[config.mk]
export PLATFORM = sky130hd
export DESIGN_NAME = vga_timing_gen
export DESIGN_NICKNAME = d
export VERILOG_FILES = /design/src/rtl/vga_timing_pkg.sv /design/src/rtl/vga_timing_gen_pix_ce_div.sv /design/src/rtl/vga_timing_gen.sv
export SDC_FILE = /design/constraint.sdc
export NUM_CORES = 1
export LEC_CHECK = 0
export ABC_CLOCK_PERIOD_IN_PS = 3500
export BUFFER_PORTS_ARGS = -buffer_cell sky130_fd_sc_hd__buf_2
export CAP_MARGIN = 0
export CORE_ASPECT_RATIO = 1.5
export CORE_UTILIZATION = 47
export DETAILED_ROUTE_END_ITERATION = 8
export PLACE_DENSITY = 0.75
export SLEW_MARGIN = 20
export SYNTH_ARGS = -nofsm -noshare
export SYNTH_HDL_FRONTEND = slang
export SYNTH_HIERARCHICAL = 1
export SYNTH_SLANG_ARGS = --single-unit
[constraint.sdc]
create_clock -name clk -period 3.5 [get_ports clk]
set_clock_uncertainty 0.1 [all_clocks]
set_input_delay 1.05 -clock clk [delete_from_list [all_inputs] [get_ports clk]]
set_output_delay 1.05 -clock clk [all_outputs]
set_load 0.005 [all_outputs]
[src/rtl/vga_timing_pkg.sv]
// Shared timing constants and decode payload for the 640x480@60 VGA raster generator.
package vga_timing_pkg;

    localparam int unsigned DEF_CLK_DIV  = 4;
    localparam int unsigned DEF_H_SYNC   = 96;
    localparam int unsigned DEF_H_BP     = 48;
    localparam int unsigned DEF_H_ACTIVE = 640;
    localparam int unsigned DEF_H_FP     = 16;
    localparam int unsigned DEF_V_SYNC   = 2;
    localparam int unsigned DEF_V_BP     = 33;
    localparam int unsigned DEF_V_ACTIVE = 480;
    localparam int unsigned DEF_V_FP     = 10;

    localparam int unsigned H_TOTAL     = DEF_H_SYNC + DEF_H_BP + DEF_H_ACTIVE + DEF_H_FP;
    localparam int unsigned V_TOTAL     = DEF_V_SYNC + DEF_V_BP + DEF_V_ACTIVE + DEF_V_FP;
    localparam int unsigned H_VIS_START = DEF_H_SYNC + DEF_H_BP;
    localparam int unsigned H_VIS_END   = H_VIS_START + DEF_H_ACTIVE;
    localparam int unsigned V_VIS_START = DEF_V_SYNC + DEF_V_BP;
    localparam int unsigned V_VIS_END   = V_VIS_START + DEF_V_ACTIVE;

    localparam int unsigned CNT_W = 10;
    localparam int unsigned POS_W = 16;

    // Registered raster decodes, all derived from the next-state counters.
    typedef struct packed {
        logic hsync;
        logic vsync;
        logic active;
        logic frame_start;
    } vga_dec_t;

endpackage

[src/rtl/vga_timing_gen_pix_ce_div.sv]
// Pixel clock-enable divider: one pix_ce pulse every CLK_DIV system clocks while ena is high.
module pix_ce_div
    import vga_timing_pkg::*;
#(
    parameter int unsigned CLK_DIV = DEF_CLK_DIV
) (
    input  logic clk,
    input  logic rst,
    input  logic ena,
    output logic pix_ce
);

    localparam int unsigned DIV_W = (CLK_DIV > 1) ? $clog2(CLK_DIV) : 1;
    localparam logic [DIV_W-1:0] DIV_LAST = DIV_W'(CLK_DIV - 1);

    logic [DIV_W-1:0] div;
    logic [DIV_W-1:0] div_n;

    // Divider holds its phase while ena is low so resuming needs no resync.
    always_comb begin
        div_n = div;
        if (ena) begin
            div_n = (div == DIV_LAST) ? '0 : div + DIV_W'(1);
        end
    end

    always_ff @(posedge clk) begin
        if (rst) begin
            div <= '0;
        end else begin
            div <= div_n;
        end
    end

    assign pix_ce = ena && (div == DIV_LAST);

endmodule

[src/rtl/vga_timing_gen.sv]
// VGA raster timing generator: pixel/line counters with registered sync/active/frame decodes.
// Build option VGA_SYNC_DELAY_EN adds one clk of delay to hsync/vsync only.
module vga_timing_gen
    import vga_timing_pkg::*;
#(
    parameter int unsigned CLK_DIV  = DEF_CLK_DIV,
    parameter int unsigned H_SYNC   = DEF_H_SYNC,
    parameter int unsigned H_BP     = DEF_H_BP,
    parameter int unsigned H_ACTIVE = DEF_H_ACTIVE,
    parameter int unsigned H_FP     = DEF_H_FP,
    parameter int unsigned V_SYNC   = DEF_V_SYNC,
    parameter int unsigned V_BP     = DEF_V_BP,
    parameter int unsigned V_ACTIVE = DEF_V_ACTIVE,
    parameter int unsigned V_FP     = DEF_V_FP
) (
    input  logic             clk,
    input  logic             rst,
    input  logic             ena,
    output logic             pix_ce,
    output logic [POS_W-1:0] posx,
    output logic [POS_W-1:0] posy,
    output logic             hsync,
    output logic             vsync,
    output logic             active,
    output logic             frame_start
);

    localparam int unsigned H_TOT = H_SYNC + H_BP + H_ACTIVE + H_FP;
    localparam int unsigned V_TOT = V_SYNC + V_BP + V_ACTIVE + V_FP;

    localparam logic [CNT_W-1:0] H_LAST   = CNT_W'(H_TOT - 1);
    localparam logic [CNT_W-1:0] V_LAST   = CNT_W'(V_TOT - 1);
    localparam logic [CNT_W-1:0] HS_END   = CNT_W'(H_SYNC);
    localparam logic [CNT_W-1:0] VS_END   = CNT_W'(V_SYNC);
    localparam logic [CNT_W-1:0] HA_START = CNT_W'(H_SYNC + H_BP);
    localparam logic [CNT_W-1:0] HA_END   = CNT_W'(H_SYNC + H_BP + H_ACTIVE);
    localparam logic [CNT_W-1:0] VA_START = CNT_W'(V_SYNC + V_BP);
    localparam logic [CNT_W-1:0] VA_END   = CNT_W'(V_SYNC + V_BP + V_ACTIVE);

    logic [CNT_W-1:0] cnt_x;
    logic [CNT_W-1:0] cnt_y;
    logic [CNT_W-1:0] cnt_x_n;
    logic [CNT_W-1:0] cnt_y_n;
    vga_dec_t         dec;
    vga_dec_t         dec_n;

    pix_ce_div #(
        .CLK_DIV (CLK_DIV)
    ) u_pix_ce_div (
        .clk    (clk),
        .rst    (rst),
        .ena    (ena),
        .pix_ce (pix_ce)
    );

    // Next raster position and decodes; decodes look at the next position so they align with it.
    always_comb begin
        cnt_x_n = cnt_x;
        cnt_y_n = cnt_y;
        dec_n   = '0;
        if (pix_ce) begin
            if (cnt_x == H_LAST) begin
                cnt_x_n = '0;
                cnt_y_n = (cnt_y == V_LAST) ? '0 : cnt_y + CNT_W'(1);
            end else begin
                cnt_x_n = cnt_x + CNT_W'(1);
            end
        end
        dec_n.hsync       = (cnt_x_n >= HS_END);
        dec_n.vsync       = (cnt_y_n >= VS_END);
        dec_n.active      = (cnt_x_n >= HA_START) && (cnt_x_n < HA_END) &&
                            (cnt_y_n >= VA_START) && (cnt_y_n < VA_END);
        dec_n.frame_start = pix_ce && (cnt_x == H_LAST) && (cnt_y == V_LAST);
    end

    always_ff @(posedge clk) begin
        if (rst) begin
            cnt_x <= '0;
            cnt_y <= '0;
            dec   <= '0;
        end else begin
            cnt_x <= cnt_x_n;
            cnt_y <= cnt_y_n;
            dec   <= dec_n;
        end
    end

`ifdef VGA_SYNC_DELAY_EN
    logic hsync_d;
    logic vsync_d;

    // Extra stage lines syncs up with the renderer's registered RGB.
    always_ff @(posedge clk) begin
        if (rst) begin
            hsync_d <= 1'b0;
            vsync_d <= 1'b0;
        end else begin
            hsync_d <= dec.hsync;
            vsync_d <= dec.vsync;
        end
    end

    assign hsync = hsync_d;
    assign vsync = vsync_d;
`else
    assign hsync = dec.hsync;
    assign vsync = dec.vsync;
`endif

    assign posx        = POS_W'(cnt_x);
    assign posy        = POS_W'(cnt_y);
    assign active      = dec.active;
    assign frame_start = dec.frame_start;

endmodule
Yosys cells after proc, flatten, opt, wreduce, memory -nomap -nowiden
Cells that the tools add are included.

storage, ports and cells
  bits in registers = 26
  bits of input ports = 3
  output and inout bits = 37

operators by class
  add/sub/neg operators = 3
  $lt $le $gt $ge = 6
  eq/ne operators = 3
  muxes and demuxes = 6
  reductions and logical operators = 6

operators with widths
  cell                                                                     number
  10-bit 2-to-1 mux                                                        5
  10-bit by 1-bit adder with 10-bit output (second input constant)         2
  10-bit == test (second input constant)                                   2
  10-bit less-than comparator (second input constant)                      2
  10-bit by 2-bit >= comparator with 1-bit output (second input constant)  1
  10-bit by 6-bit >= comparator with 1-bit output (second input constant)  1
  10-bit by 7-bit >= comparator with 1-bit output (second input constant)  1
  10-bit by 8-bit >= comparator with 1-bit output (second input constant)  1
  1-bit logical AND                                                        6
  2-bit by 1-bit adder with 2-bit output (second input constant)           1
  2-bit == test (second input constant)                                    1
  2-bit 2-to-1 mux                                                         1

Longest topological paths before layout
Gate-level depths: netlist of the first run.

  word-level depth = 7
  depth in mapped cells = 11
  depth with buffers taken out = 9

Modules after synthesis
The synthesis of the first run kept the hierarchy.

modules (own cells, without submodules)
  module          times used  cells an instance  area an instance (µm²)
  vga_timing_gen  1           178                1452.6
  pix_ce_div      1           9                  92.6

Least setup slack after synthesis of the first run
OpenSTA, ideal clock, no wires.

  path type = input to register
  start = input ena
  end = register dec (netlist bit active)
  arrival = 3325 ps
  data required time = 3297 ps
  setup slack = -28 ps
  stages on the path = 8
  buffers on the path = 1
  cell sequence = and2_1 > and4_1 > buf_2 > nand4_4 > or4_1 > xnor2_1 > or4b_1 > a2111oi_2

on the way
  longest elaborated chain between the ends = 6

ends and longest elaborated chain
  what                                                                                                   line                             source
  start, declared                                                                                        vga_timing_gen.sv:18             input logic ena,
  1-bit logical AND *                                                                                    vga_timing_gen_pix_ce_div.sv:35  assign pix_ce = ena && (div == DIV_LAST);
  10-bit 2-to-1 mux                                                                                      vga_timing_gen.sv:61             if (pix_ce) begin
  10-bit by 8-bit >= comparator with 1-bit output / 10-bit less-than comparator (equally long branches)  vga_timing_gen.sv:71             dec_n.active = (cnt_x_n >= HA_START) && (cnt_x_n < HA_END) &&
  1-bit logical AND (2 in series)                                                                        vga_timing_gen.sv:71
  1-bit logical AND *                                                                                    vga_timing_gen.sv:72             (cnt_y_n >= VA_START) && (cnt_y_n < VA_END);
  end signal, assigned                                                                                   vga_timing_gen.sv:84             dec <= dec_n;
  end, declared                                                                                          vga_timing_gen.sv:44             vga_dec_t dec;

Every way passes the cells marked *; elsewhere a longest branch is shown, timed or not.
A chain may end at the register's enable or synchronous reset.

Worst setup path in the final report of the first run
Same ends and word-level chain as after synthesis.

==> results.tsv, run 1 <==
stage	metric	value	unit
floorplanning	coreArea	0.00313	mm^2
sta	max_freq	307	MHz
final_layout	drive_gt1_share	22.0	%
pwr	p_leak	0.772	nW
sta	hold_slack	0.394	ns
synthesis	synth_edf_count	0	
floorplanning	die_h	72.2	um
final_layout	n_fill_cell	328	
routing	wl	3.21	mm
routing	initialDrtViolationCount	28	
worst_hold_path	holdPathEnd	u_pix_ce_div/div[0]$_SDFFE_PP0P_	
final_layout	multi_input_area	913	um^2
synthesis	syn_inst	187	
clocking	worstSkewPairLatency	0.27	ns
clocking	cts_tree	done	
floorplanning	dieArea	0.00353	mm^2
synthesis	synth_compound_area_share	16.4	%
synthesis	ys_ff_latch	26	
pwr	p_switching	0.106	mW
sta	fin_crit	3.26	ns
final_layout	final_nets	227	
clocking	clkTransAtPathRegs	0.09	ns
clocking	postCtsHoldBufs	0	
worst_setup_path	reg2reg_setup_slack	0.60	ns
global_route	grt_pass1_vias	1222	
routing	drc	0	
worst_setup_path	path_max_fanout	10	
global_route	grt.total_usage	19.7	%
placement	gp_congestion	0.908	
worst_setup_path	reg2reg_from	u_pix_ce_div/div[0]$_SDFFE_PP0P_	
synthesis	syn-cell-area	0.00155	mm^2
synthesis	synth_xor_xnor_area_share	5.10	%
pwr	combPwrFrac	3.0	%
routing	wire_per_inst	12.4	um
worst_setup_path	r2r-end	active$_SDFF_PP0_	
floorplanning	start_util	49.4	%
flow_run	max-cap-violations	0	
sta	slew_violations	0	
routing	vias	1408	
clocking	cts-resized-gates	0	
final_layout	ff_latch_area	520	um^2
floorplanning	rows	25	
pwr	power	0.485	mW
routing	drtAntennaViolNets	0	
pwr	peakVddDrop	0.000213	V
placement	io_buffers	27	
clocking	cts_max_level	1	
sta	hold_viol_final	0	
routing	vias_per_cell	5.46	
clocking	cts_root_buf	clkbuf_8	
synthesis	synthArstFlopShare	0	%
pwr	pwr-share-clk	35.4	%
worst_setup_path	start_kind	input pin	
global_route	met3_usage	2.73	%
global_route	grt_remaining_overflow	0	
synthesis	synthMuxAreaShare	1.94	%
synthesis	yosysWarningCount	6	
sta	rsz0062_at_grt	false	
pwr	power.internal	0.379	mW
routing	detail_route.first_pass.iterations	4	
run_status	status	finished clean	
synthesis	synth-simple-area-share	29.4	%
global_route	use_met1	23.0	%
synthesis	synth_flop_cell	dfxtp_1	
placement	dp_hpwl	2.41	mm
clocking	clock_path_buffers	2	
global_route	met2_usage	35.6	%
global_route	top_usage_layer	met2	
clocking	cts_setup_buffers	0	
pwr	seqPwrFrac	61.6	%
worst_setup_path	worstRegToRegCells	8	
clocking	cts-buffers-inserted	3	
final_layout	antenna_cells	0	
worst_setup_path	required	3.58	ns
worst_hold_path	hold_depth	2	
global_route	grt_max_degree	27	
pwr	power.share.switching	21.8	%
synthesis	synth_fa_ha_area_share	3.24	%
synthesis	avgSynthCellArea	8.26	um^2
global_route	antenna_found_initial	0	
worst_hold_path	min_path_type	flip-flop to flip-flop	
sta	finalSetupViolations	0	
global_route	grt_first_pass_wirelength	5.37	mm
worst_hold_path	hp-start	u_pix_ce_div/div[0]$_SDFFE_PP0P_	
synthesis	yosys.cell_types.count	44	
sta	max_slew_margin	64.5	%
worst_setup_path	worst-setup-path-type	input pin to flip-flop	
floorplanning	fp.dieW	48.8	um
synthesis	synth_top_family_by_area	simple AND/OR/NAND/NOR gates	
synthesis	synth_seq_area_share	33.7	%
final_layout	area_growth	14.0	%
clocking	clkSinkCount	26	
sta	worst_pin_slew	0.525	ns
worst_setup_path	arrival	3.33	ns
pwr	power.density	275	mW/mm^2
floorplanning	ios	40	
sta	finalCritPeriodShare	93.0	%
worst_setup_path	cp-end-kind	flip-flop	
-- metal layers --
metal / share of wire [%] / vias to the layer above
li1: - / 714
met1: 43 / 657
met2: 52 / 33
met3: 3.3 / 4
met4: 1.5 / 0
met5: 0 / -
-- power by group through the flow --
stage | logic (mW) | registers (mW) | clock network, mW
3_5_place_dp | 0.0145 | 0.306 | 0
5_1_grt | 0.0167 | 0.299 | 0.185
4_1_cts | 0.0145 | 0.299 | 0.177
6_report | 0.0145 | 0.299 | 0.171
2_1_floorplan | 0.0199 | 0.305 | 0
3_3_place_gp | 0.0142 | 0.306 | 0
-- synth_stat cells (all sizes together), types with 3 or more instances --
library cell | count | share of area [%]
dfxtp | 26 | 34
nor2 | 19 | 4.6
nand2 | 18 | 4.4
buf | 16 | 7.5
a21oi | 12 | 3.9
nor3 | 11 | 3.6
o21ai | 10 | 3.2
nand3 | 6 | 1.9
and4 | 5 | 2.8
clkbuf | 5 | 1.2
inv | 5 | 1.2
xnor2 | 5 | 2.8
and3 | 4 | 1.6
ha | 4 | 3.2
nand4 | 4 | 2.6
xor2 | 4 | 2.3
mux2i | 3 | 1.9
nor4 | 3 | 1.2
-- kinds of logic after synthesis --
family          count (synthesis)
compound gates                 37
xor+xnor                        9
buf+inv                        26
mux                             3
flops                          26
simple gates                   81
fa+ha+maj                       4
other cells                     1
-- cell usage in the layout, fill, tap and decap left out, types with 2 or more instances in the layout --
master,netlist,routed
nand2_1,18,18
a21oi_1,12,12
clkbuf_8,0,3
nor3_1,11,11
inv_1,5,5
dfxtp_1,26,26
buf_4,12,11
mux2i_1,3,3
xor2_1,4,4
a31oi_1,2,2
conb_1,1,12
nor4_1,3,3
and4_1,5,5
o21ai_0,9,9
buf_2,3,27
ha_1,4,4
xnor2_1,5,5
o211a_1,2,2
nand3_1,6,6
nor2_1,19,19
and3_1,4,4
a211oi_1,2,2
nand4_1,3,3
o22a_1,2,2
-- per-stage QoR --
step                setup TNS [ns]  utilization (%)  setup WS [ns]  cell area (um^2)  std cells
finish                           0             56.3          0.244              1760        258
global route                     0             56.3         0.0915              1760        258
CTS                              0             56.3          0.244              1760        258
detailed placement         -0.0409             55.0        -0.0409              1720        255
floorplan                        0                -         0.0359              1590        198
global placement           -0.0128             55.0        -0.0128              1720        255
-- state kept, by name (all words and copies together), names as in the netlist --
name / cells
cnt_x: 10
u_pix_ce_div/div: 2
active: 1
cnt_y: 10
vsync: 1
frame_start: 1
hsync: 1
-- final cells by class --
type                    instances  area share (%)
clock buffers                   3            2.34
multi-input cells             146            51.8
repair buffers                 38            12.4
flip-flops and latches         26            29.5
inverters                       5            1.07
well taps                      40            2.84
-- how the worst max path moves through the flow --
stage               slack [ns]  cells past startpoint  startpoint                 to
detailed placement       -0.04                      8         ena  active$_SDFF_PP0_
global placement         -0.01                      8         ena  active$_SDFF_PP0_
global route              0.09                      9         ena  active$_SDFF_PP0_
floorplan                 0.04                      8         ena  active$_SDFF_PP0_
finish                    0.24                      8         ena  active$_SDFF_PP0_
CTS                       0.24                      8         ena  active$_SDFF_PP0_
-- worst max-delay path: stages --
cell	delay, ns
buf_2	0.10
and2_2	0.15
and4_1	0.27
nand4_4	0.19
or4_1	0.53
xnor2_1	0.15
or4b_1	0.55
a2111oi_2	0.34
Power figures use the tool's default switching activity.
==> inputs of run 2 (changes only) <==
--- a/config.mk
+++ b/config.mk
@@ -9,8 +9,10 @@
 export BUFFER_PORTS_ARGS = -buffer_cell sky130_fd_sc_hd__buf_2
 export CAP_MARGIN = 0
 export CORE_ASPECT_RATIO = 1.5
+export CORE_MARGIN = 4
 export CORE_UTILIZATION = 47
 export DETAILED_ROUTE_END_ITERATION = 8
+export GPL_ROUTABILITY_DRIVEN = 0
 export PLACE_DENSITY = 0.75
 export SLEW_MARGIN = 20
 export SYNTH_ARGS = -nofsm -noshare
==> results.tsv, run 2 (synthesis results as in run 1) <==
stage	metric	value	unit	change
run_status	status	finished clean		
worst_hold_path	hold_depth	2		unchanged
clocking	worstSkewPairLatency	0.28	ns	about the same
final_layout	area_growth	16.0	%	
floorplanning	ios	40		unchanged
global_route	grt_first_pass_wirelength	5.66	mm	+5.5%
final_layout	multi_input_area	913	um^2	unchanged
clocking	cts-resized-gates	0		unchanged
clocking	postCtsHoldBufs	0		unchanged
placement	placed_cells	255		unchanged
routing	wl	3.40	mm	+5.8%
routing	wl_met1	1.38	mm	+0.95%
pwr	power	0.562	mW	+16%
worst_hold_path	min_path_type	flip-flop to flip-flop		
sta	fin_crit	3.24	ns	-0.0157 ns
worst_setup_path	worstRegToRegCells	8		unchanged
worst_setup_path	path_max_fanout	7		-3
sta	finalSetupViolations	0		unchanged
worst_hold_path	hp-start	u_pix_ce_div/div[0]$_SDFFE_PP0P_		
placement	dp_hpwl	2.57	mm	+6.5%
placement	dp_slack	0.00590	ns	+0.0468 ns
clocking	cts_setup_buffers	0		unchanged
floorplanning	rows	25		unchanged
worst_setup_path	required	3.58	ns	about the same
sta	fin_setup_tns	0	ns	unchanged
clocking	cts_max_level	1		unchanged
routing	initialDrtViolationCount	25		-11%
pwr	p_leak	0.786	nW	+1.8%
global_route	antenna_found_initial	0		unchanged
routing	wl_met3	150	um	+40%
clocking	cts-buffers-inserted	3		unchanged
clocking	cts_tree	done		
final_layout	final_common_cell	buf_2		
floorplanning	fp.dieW	54.8	um	+12%
floorplanning	dieArea	0.00429	mm^2	+22%
global_route	grt.total_usage	17.5	%	-2.2 points
worst_setup_path	start_kind	input pin		
sta	hold_viol_final	0		unchanged
sta	max_freq	309	MHz	+0.49%
final_layout	stdcell_count	259		+0.39%
routing	vias	1424		+1.1%
sta	setup_ws	0.260	ns	+0.0157 ns
final_layout	n_fill_cell	310		-5.5%
placement	io_buffers	27		unchanged
floorplanning	die_h	78.2	um	+8.3%
clocking	clkTransAtPathRegs	0.09	ns	about the same
worst_setup_path	reg2reg_from	u_pix_ce_div/div[0]$_SDFFE_PP0P_		
routing	detail_route.first_pass.iterations	4		unchanged
final_layout	drive_gt1_share	22.4	%	+0.36 points
routing	wl_met2	1.78	mm	+5.4%
final_layout	antenna_cells	0		unchanged
final_layout	reg.largest.list	cnt_x x10, cnt_y x10, u_pix_ce_div/div x2		
pwr	peakVddDrop	0.000212	V	-0.46%
final_layout	final_nets	227		unchanged
worst_setup_path	arrival	3.32	ns	about the same
worst_setup_path	reg2reg_setup_slack	0.59	ns	about the same
floorplanning	start_util	48.9	%	-0.49 points
global_route	grt_max_degree	27		unchanged
routing	vias_per_cell	5.50		+0.75%
sta	slew_violations	0		unchanged
sta	finalCritPeriodShare	92.6	%	-0.45 points
routing	drtAntennaViolNets	0		unchanged
worst_setup_path	worst-setup-path-type	input pin to flip-flop		
routing	drc	0		unchanged
global_route	grt_pass1_vias	1325		+8.4%
floorplanning	coreArea	0.00316	mm^2	+1.0%
clocking	clock_path_buffers	2		unchanged
worst_setup_path	cp-end-kind	flip-flop		
clocking	clkSinkCount	26		unchanged
final_layout	layout_common_cells	27 x buf_2, 26 x dfxtp_1, 19 x nor2_1		
global_route	grt_remaining_overflow	0		unchanged
final_layout	fin_util	56.7	%	+0.39 points
worst_hold_path	holdPathEnd	u_pix_ce_div/div[0]$_SDFFE_PP0P_		
routing	wire_per_inst	13.1	um	+5.4%
final_layout	ff_latch_area	520	um^2	unchanged
flow_run	max-cap-violations	0		unchanged
routing	topRoutingLayerUsed	met4		
clocking	cts_root_buf	clkbuf_8		
sta	rsz0062_at_grt	false		
worst_setup_path	r2r-end	active$_SDFF_PP0_		
pwr	power.density	314	mW/mm^2	+14%
## run 2: area by class of cell
type / instances / area share (%)
Timing Repair Buffer: 38 / 12.2
Inverter: 5 / 1.05
Multi-Input combinational cell: 146 / 51.0
Clock inverter: 1 / 1.68
Tap cell: 40 / 2.79
Clock buffer: 3 / 2.30
Sequential cell: 26 / 29.1
## run 2: metrics by stage
step	hold slack, ns	cell area (um^2)
floorplan	0.352	1590
global placement	0.371	1720
detailed placement	0.389	1720
CTS	0.403	1790
global route	0.438	1790
finish	0.401	1790
## run 2: worst max-delay path, stage by stage
cell,delay [ns]
buf_2,0.10
and2_2,0.14
and4_1,0.28
nand4_4,0.16
or4_1,0.53
xnor2_1,0.16
or4b_1,0.54
a2111oi_2,0.35
## run 2: worst max-delay path by stage
| stage | startpoint | end |
|---|---|---|
| floorplan | ena | active$_SDFF_PP0_ |
| global placement | ena | active$_SDFF_PP0_ |
| detailed placement | ena | active$_SDFF_PP0_ |
| CTS | ena | active$_SDFF_PP0_ |
| global route | ena | active$_SDFF_PP0_ |
| finish | ena | active$_SDFF_PP0_ |
## run 2: routing by layer
metal / GRT usage, % / vias up
met5: 0 / -
met2: 29.7 / 44
met4: 9.48 / 0
met3: 1.90 / 7
li1: - / 712
met1: 20.0 / 661
## run 2: power breakdown
group          switching, mW  internal (mW)
sequential           0.00137          0.297
combinational         0.0104        0.00422
clock                 0.0956          0.153
total                  0.107          0.455
==> inputs of run 3 (changes only) <==
--- a/config.mk
+++ b/config.mk
@@ -10,10 +10,10 @@
 export CAP_MARGIN = 0
 export CORE_ASPECT_RATIO = 1.5
 export CORE_MARGIN = 4
-export CORE_UTILIZATION = 47
+export CORE_UTILIZATION = 25
 export DETAILED_ROUTE_END_ITERATION = 8
 export GPL_ROUTABILITY_DRIVEN = 0
-export PLACE_DENSITY = 0.75
+export REMOVE_ABC_BUFFERS = 1
 export SLEW_MARGIN = 20
 export SYNTH_ARGS = -nofsm -noshare
 export SYNTH_HDL_FRONTEND = slang
==> results.tsv, run 3 (synthesis results as in run 1) <==
stage	metric	value	unit	change
clocking	postCtsHoldBufs	0		unchanged
routing	vias	1404		-1.4%
pwr	p_leak	0.778	nW	-1.1%
worst_setup_path	path_max_fanout	6		-1
flow_run	max-cap-violations	0		unchanged
floorplanning	die_h	104	um	+33%
sta	finalCritPeriodShare	91.0	%	-1.6 points
global_route	grt_max_degree	27		unchanged
final_layout	final_nets	227		unchanged
worst_setup_path	crit_family	simple AND/OR/NAND/NOR gates		
final_layout	reg.largest.list	cnt_x x10, cnt_y x10, u_pix_ce_div/div x2		
sta	max_freq	314	MHz	+1.7%
routing	drtAntennaViolNets	0		unchanged
clocking	cts_root_buf	clkbuf_8		
worst_hold_path	min_path_type	flip-flop to flip-flop		
worst_setup_path	cp-end-kind	flip-flop		
floorplanning	ios	40		unchanged
sta	hold_slack	0.391	ns	-0.00993 ns
final_layout	final_common_cell	buf_2		
sta	max_slew_margin	66.0	%	
routing	wire_per_inst	12.3	um	-5.9%
worst_setup_path	cp_cell_sequence	buf_2 > and2_1 > and4_1 > nand4_4 > or4_1 > xnor2_1 > or4b_1 > a2111oi_2		
worst_setup_path	start_kind	input pin		
placement	placed_cell_area	0.00176	mm^2	+2.3%
floorplanning	coreArea	0.00591	mm^2	+87%
final_layout	antenna_cells	0		unchanged
worst_setup_path	crit_path_max_incr_delay	0.54	ns	about the same
floorplanning	dieArea	0.00753	mm^2	+76%
sta	rsz0062_at_grt	false		
sta	slew_violations	0		unchanged
placement	dp_slack	0.0144	ns	+0.00850 ns
final_layout	fin_area	0.00181	mm^2	+1.3%
global_route	grt_pass1_vias	1360		+2.6%
worst_setup_path	cp.buffers_inverters	1		unchanged
placement	io_buffers	27		unchanged
pwr	peakVddDrop	0.000134	V	-37%
pwr	power.density	281	mW/mm^2	-10%
placement	dp_hpwl	2.75	mm	+6.9%
worst_setup_path	required	3.58	ns	about the same
global_route	grt_first_pass_wirelength	6.26	mm	+10%
floorplanning	start_util	26.1	%	-23 points
clocking	cts_max_level	1		unchanged
clocking	cts_tree	done		
clocking	clkSinkCount	26		unchanged
run_status	status	finished clean		
sta	worst_pin_slew	0.509	ns	
final_layout	drive_gt1_share	21.9	%	-0.46 points
worst_setup_path	startpoint	ena		
routing	vias_per_cell	4.82		-12%
worst_setup_path	worst-setup-path-type	input pin to flip-flop		
global_route	antenna_found_initial	0		unchanged
worst_setup_path	arrival	3.26	ns	-0.06 ns
routing	detail_route.first_pass.iterations	4		unchanged
sta	hold_viol_final	0		unchanged
floorplanning	rows	34		+36%
worst_hold_path	hp-start	u_pix_ce_div/div[0]$_SDFFE_PP0P_		
clocking	clock_path_buffers	2		unchanged
sta	setup_ws	0.316	ns	+0.0555 ns
clocking	cts-resized-gates	0		unchanged
final_layout	area_growth	17.4	%	
clocking	worstSkewPairLatency	0.27	ns	about the same
sta	finalSetupViolations	0		unchanged
routing	initialDrtViolationCount	81		+220%
routing	drc	0		unchanged
global_route	grt.total_usage	10.0	%	-7.4 points
worst_setup_path	reg2reg_from	u_pix_ce_div/div[0]$_SDFFE_PP0P_		
global_route	grt_remaining_overflow	0		unchanged
routing	wl	3.59	mm	+5.7%
clocking	cts-buffers-inserted	3		unchanged
placement	placed_cells	287		+13%
clocking	cts_setup_buffers	0		unchanged
final_layout	stdcell_count	291		+12%
floorplanning	fp.dieW	72.2	um	+32%
final_layout	layout_common_cells	27 x buf_2, 26 x dfxtp_1, 19 x nor2_1		
worst_setup_path	crit_slowest_cell	or4b_1		
clocking	clkTransAtPathRegs	0.09	ns	about the same
sta	fin_crit	3.18	ns	-0.0555 ns
==> run 3: cell count changes in the layout (fill, tap and decap cells not counted), sizes merged <==
cell	previous run	this run
bufinv	1	0
clkbuf	3	4
==> run 3: power breakdown <==
group          leakage, nW  total [mW]  internal [mW]  switching, mW
clock               0.0288       0.196          0.101         0.0952
combinational        0.539      0.0159        0.00498         0.0109
sequential           0.210       0.299          0.297        0.00129
==> run 3: worst reg2reg max path: cells and delay by family (launching register included) <==
family	cells	cell delay (ns)
flops	1	0.36
simple gates	5	1.64
compound gates	1	0.35
xor+xnor	1	0.15
fa+ha+maj	1	0.16
==> run 3: area by class of cell <==
cell class | instances | area (um^2)
Fill cell | 634 | 4100
Clock buffer | 4 | 55.1
Inverter | 5 | 18.8
Tap cell | 72 | 90.1
Multi-Input combinational cell | 146 | 912
Sequential cell | 26 | 520
Timing Repair Buffer | 38 | 218
==> run 3: metrics by stage <==
| step | util [%] | total power [mW] | TNS [ns] |
|---|---|---|---|
| 5_1_grt | 30.7 | 0.532 | 0 |
| 4_1_cts | 30.7 | 0.520 | 0 |
| 6_report | 30.7 | 0.510 | 0 |
| 3_3_place_gp | 29.8 | 0.321 | 0 |
| 2_1_floorplan | - | 0.313 | -0.118 |
| 3_5_place_dp | 29.8 | 0.322 | 0 |
==> run 3: worst paths after layout <==
path / slack, ns / to / cells after the start
max: 0.32 / active$_SDFF_PP0_ / 8
min reg2reg: 0.39 / u_pix_ce_div/div[0]$_SDFFE_PP0P_ / 2
max reg2reg: 0.66 / active$_SDFF_PP0_ / 8
min: 0.39 / u_pix_ce_div/div[0]$_SDFFE_PP0P_ / 2
==> run 3: routing by layer <==
layer	share of wire (%)	up-vias	track usage, %
li1	-	714	-
met5	0	-	0
met4	0.81	0	3.63
met1	43	651	12.7
met3	5.8	2	1.55
met2	50	37	16.8
